--- config.mk ---
export PLATFORM = sky130hd
export DESIGN_NAME = reg_file_scoreboard
export DESIGN_NICKNAME = d
export VERILOG_FILES = /design/src/rtl/reg_file_scoreboard.sv
export SDC_FILE = /design/constraint.sdc
export NUM_CORES = 2
export LEC_CHECK = 0
export ABC_CLOCK_PERIOD_IN_PS = 50300
export CORE_AREA = 3 3 306 308
export CTS_CLUSTER_SIZE = 10
export DETAILED_ROUTE_END_ITERATION = 6
export DIE_AREA = 0 0 309 311
export PLACE_DENSITY = 0.8
export SLEW_MARGIN = 0
export SYNTH_ARGS = -nofsm -noshare
export SYNTH_HDL_FRONTEND = slang
export SYNTH_SLANG_ARGS = --single-unit
--- constraint.sdc ---
create_clock -name clk -period 50.3 [get_ports clk]
set_input_delay 10.06 -clock clk [delete_from_list [all_inputs] [get_ports clk]]
set_output_delay 10.06 -clock clk [all_outputs]
set_load 0.01 [all_outputs]
--- src/rtl/reg_file_scoreboard.sv ---
// reg_file_scoreboard
//   Register file with a per-register busy (pending) bit, combinational
//   reads and a sequential whole-file clear that walks one register per
//   cycle. Register 0 can be hardwired to zero.
//
//   Optional feature, selected at compile time:
//     REG_BYPASS_EN  - when defined, a write in IDLE is forwarded to any
//                      read port addressing the same register in the same
//                      cycle (data = write data, busy = 0). When undefined,
//                      reads only ever see stored contents.
//
//   Parameters: DEPTH must equal 2**SELECTOR.
module reg_file_scoreboard #(
  parameter int WIDTH    = 32,
  parameter int DEPTH    = 32,
  parameter int SELECTOR = 5,
  parameter int ZERO_REG = 1
) (
  input  logic                clk,
  input  logic                rst,
  input  logic                Reg_Write_i,
  input  logic [SELECTOR-1:0] Write_Register_i,
  input  logic [WIDTH-1:0]    Write_Data_i,
  input  logic [SELECTOR-1:0] Read_Register_1_i,
  input  logic [SELECTOR-1:0] Read_Register_2_i,
  input  logic                Reserve_i,
  input  logic [SELECTOR-1:0] Reserve_Register_i,
  input  logic                Clear_i,
  output logic [WIDTH-1:0]    Read_Data_1_o,
  output logic [WIDTH-1:0]    Read_Data_2_o,
  output logic                Busy_1_o,
  output logic                Busy_2_o,
  output logic                Ready_o,
  output logic                Clear_Done_o
);

  typedef enum logic [1:0] {
    IDLE  = 2'd0,
    CLEAR = 2'd1,
    DONE  = 2'd2
  } state_t;

  state_t              state, next_state;
  logic [SELECTOR-1:0] clr_idx, clr_idx_next;

  logic [WIDTH-1:0]    regs [DEPTH];
  logic [DEPTH-1:0]    busy;

  logic                idle;
  logic                clearing;
  logic                clr_last;
  logic                wr_ok;
  logic                rsv_ok;
  logic                wr_en;
  logic                rsv_en;

  assign idle     = (state == IDLE);
  assign clearing = (state == CLEAR);
  assign clr_last = (clr_idx == SELECTOR'(DEPTH - 1));

  // Register 0 is untouchable when hardwired; it then keeps its reset zero
  // and its busy bit never sets.
  assign wr_ok  = (ZERO_REG == 0) || (Write_Register_i != '0);
  assign rsv_ok = (ZERO_REG == 0) || (Reserve_Register_i != '0);

  // Writes and reserves are only accepted in IDLE; CLEAR and DONE drop them.
  assign wr_en  = idle && Reg_Write_i && wr_ok;
  assign rsv_en = idle && Reserve_i && rsv_ok;

  // State register and clear-index counter.
  // NOTE: sequential state uses non-blocking assignments so every flop
  // samples pre-edge values regardless of block ordering.
  always_ff @(posedge clk or posedge rst) begin
    if (rst) begin
      state   <= IDLE;
      clr_idx <= '0;
    end else begin
      state   <= next_state;
      clr_idx <= clr_idx_next;
    end
  end

  // Next-state, counter advance and status outputs.
  // NOTE: every signal assigned here gets a default first, so no path can
  // leave one unassigned and infer a latch.
  always_comb begin
    next_state   = state;
    clr_idx_next = clr_idx;
    Ready_o      = 1'b1;
    Clear_Done_o = 1'b0;
    unique case (state)
      IDLE: begin
        if (Clear_i) begin
          next_state   = CLEAR;
          clr_idx_next = '0;
        end
      end
      CLEAR: begin
        Ready_o = 1'b0;
        if (clr_last) begin
          next_state   = DONE;
          clr_idx_next = '0;
        end else begin
          clr_idx_next = clr_idx + 1'b1;
        end
      end
      DONE: begin
        // Clear_i is deliberately not looked at here.
        Clear_Done_o = 1'b1;
        next_state   = IDLE;
      end
      default: begin
        next_state   = IDLE;
        clr_idx_next = '0;
      end
    endcase
  end

  // Register contents and busy bits: clear walk, write, reserve.
  // NOTE: the storage array is reset on purpose -- reset must zero every
  // register at once, which rules out a plain RAM macro here.
  always_ff @(posedge clk or posedge rst) begin
    if (rst) begin
      for (int i = 0; i < DEPTH; i++) begin
        regs[i] <= '0;
      end
      busy <= '0;
    end else if (clearing) begin
      regs[clr_idx] <= '0;
      busy[clr_idx] <= 1'b0;
    end else begin
      if (wr_en) begin
        regs[Write_Register_i] <= Write_Data_i;
        busy[Write_Register_i] <= 1'b0;
      end
      // Placed after the write so a same-index reserve overrides the
      // busy clear from the write.
      if (rsv_en) begin
        busy[Reserve_Register_i] <= 1'b1;
      end
    end
  end

  // Combinational read ports, with optional same-cycle write forwarding.
  always_comb begin
    Read_Data_1_o = regs[Read_Register_1_i];
    Read_Data_2_o = regs[Read_Register_2_i];
    Busy_1_o      = busy[Read_Register_1_i];
    Busy_2_o      = busy[Read_Register_2_i];
`ifdef REG_BYPASS_EN
    if (wr_en && (Read_Register_1_i == Write_Register_i)) begin
      Read_Data_1_o = Write_Data_i;
      Busy_1_o      = 1'b0;
    end
    if (wr_en && (Read_Register_2_i == Write_Register_i)) begin
      Read_Data_2_o = Write_Data_i;
      Busy_2_o      = 1'b0;
    end
`else
    // Stored contents only: a write becomes visible after its edge.
`endif
  end

endmodule

==> flow_summary.toml <==
[detailed_routing]
postRouteAntennaNets = 0
firstDrtPassIters = 7
routed_via_density = 7.68
drc = 4
wirelength_um = 217000
wl_per_cell_um = 33.2
via_count = 50161
drt_iter0_drc = 8309

[clocking]
cts.clk_slew.worst_paths_ps = 60
worstSkewPairLatency_ps = 720
cts_buffer_depth = 3
cts_tree = "yes"
cts_buffers = 121
post_cts_buffers = 0
cts_resized = 0
cts_sinks = 1063
htree_levels = 3
cts_hold_buffers = 0
root_buffer = "clkbuf_16"

[logic_synthesis]
yosys.cell_count.top_type = "dfrtp_1"
ys_warn_count = 0
synth_top_area_frac = 0.466
synthFlopType = "dfrtp_1"
syn_area_um2 = 57100
synth.avg_cell_area_um2 = 10.3
synth_nets = 5580
synth.largest_area_cell = "dfrtp_1"
async_flop_share = 1.00
synth_area_leaders = "dfrtp_1 47%, mux2i_1 19%, a22o_1 14%"
synth_cell_types = 44
ys_seq_elements = 1063
synth-edff-count = 0
yosys-top-cells-count = "1063 x dfrtp_1, 1057 x mux2i_1, 887 x a22o_1"
yosysSeqAreaShare = 0.466
syn_inst = 5518

[worst_setup_path]
crit_path_max_fanout = 130
worstSetupPathType = "in -> out"
r2r_start = "state[0]"
cp_data_arrival_time_ps = 15370
startpoint = "Read_Register_2_i[1]"
cp-end-kind = "output pin"
required_ps = 40240
startpoint_type = "input pin"

[worst_hold_path]
hold_class = "reg -> reg"
min-delay-start = "regs[87]"

[sta]
max_freq_mhz = 39.3
slew_headroom = 0.0246
fin_crit_sh = 0.506
slew_viol_final = 0
setup_viol = 0
fin_ws_ps = 24870
fin_skew_ps = 26.0
period_needed_ps = 25430
finalSetupTns_ps = 0
rsz0062_at_grt = "no"
finalHoldViolations = 0
tightest_slew_ps = 1460

[global_route]
grtUsageTotal = 0.443
grt_first_pass_wirelength_um = 318000
first_global_vias = 48806
overflow = 0
grt_max_degree = 172
grt_antenna_before_repair = 21

[placement]
port_buffers = 124
gp_congestion = 0.893
pre_cts_ws_ps = 25200
dp_hpwl_um = 114000

[floorplan]
dieArea_um2 = 96100
ioPinCount = 125
design.core.area_um2 = 91400
start_util = 0.625
die_h_um = 311
fp.dieW_um = 309
rows = 111

[status]
violations = "design-rule violations"
status = "finished with violations"

[cells_and_area]
final_core_util = 0.681
drive_gt1_frac = 0.0670
area_growth_pct = 8.89
layout.nets = 5351

[power]
p_leak_uw = 0.0294
power.density_nw_per_um2 = 41.4
ir_drop_uv = 30.6

[job]
cap_viol_max_count = 0
registers in the layout, indices dropped and copies added (netlist names):
name	flops
regs	1024
state	2
clr_idx	5
busy	32
cells by family after synthesis:
kind of cell / share of synthesized area
AOI/OAI and AO/OA: 0.213
xor gates and xnor gates: 0.000307
adders and majority gates: 0.00110
buffers and inverters: 0.0452
DFF: 0.466
muxes: 0.185
and+or+nand+nor: 0.0892
worst max-delay path, stage by stage:
cell and delay, ps:
buf_8 580, buf_4 870, buf_12 670, buf_4 960, mux2i_1 170, a22o_1 280
nor3_1 460, a31oi_1 220, nand3_1 180, clkdlybuf4s50_1 560
path summary, 6_finish.rpt:
path                            cells after the start  slack, ps                end
worst max-delay path                               10      24870  Read_Data_2_o[26]
worst min-delay path                                1        520           regs[87]
worst max register to register                      7      46850          regs[522]
worst min register to register                      1        520           regs[87]
max in group asynchronous                           6      36250          regs[193]
min in group asynchronous                           2       9860          regs[682]
per-layer routing:
metal	share of wire	track usage	wire [um]	vias to the layer above
met1	0.36	0.586	79000	24646
met5	0.00068	0.00556	148	-
met3	0.16	0.191	35200	1039
met4	0.070	0.277	15200	10
li1	-	-	-	19914
met2	0.40	0.593	87700	4552
through the flow:
| step | power, uW | cells | hold WS, ps | cell area (um2) |
|---|---|---|---|---|
| after global placement | 1720 | 6352 | 489 | 58700 |
| final | 2570 | 6535 | 517 | 62200 |
| after CTS | 2540 | 6516 | 509 | 62100 |
| after global routing | 2660 | 6527 | 531 | 62200 |
| after floorplan | 1520 | 5518 | 475 | 57100 |
| after detailed placement | 1740 | 6352 | 493 | 58700 |
cell type report:
class / count / area (um2)
diodes: 19 / 47.5
inverters: 7 / 36.3
multi-input cells: 3852 / 28400
flip-flops and latches: 1063 / 26600
well taps: 1186 / 1480
repair buffers: 244 / 2210
clock buffers: 160 / 3370
clock inverters: 4 / 37.5
fillers: 6742 / 29200
placed cells by master, fill, tap and decap left out, drive strengths merged, types with 2 or more instances in the layout:
master         count
buf              122
o21ai            231
and3               4
ha                 5
nor2b              6
dfrtp           1063
nor3              72
and2              36
nand3            244
clkdlybuf4s50    122
or2                4
clkinv             2
o2bb2ai            8
clkbuf           160
nand2            739
nand3b             3
a21oi            212
diode             19
a31oi             76
a22oi            198
inv                8
nand2b             7
nor2              52
a22o             887
mux2i           1057
where the power goes:
part	internal (uW)	switching, uW	total [uW]
registers	1010	141	1160
clock network	456	349	805
logic	234	379	612
No activity file was read; power rests on OpenSTA's default activity.
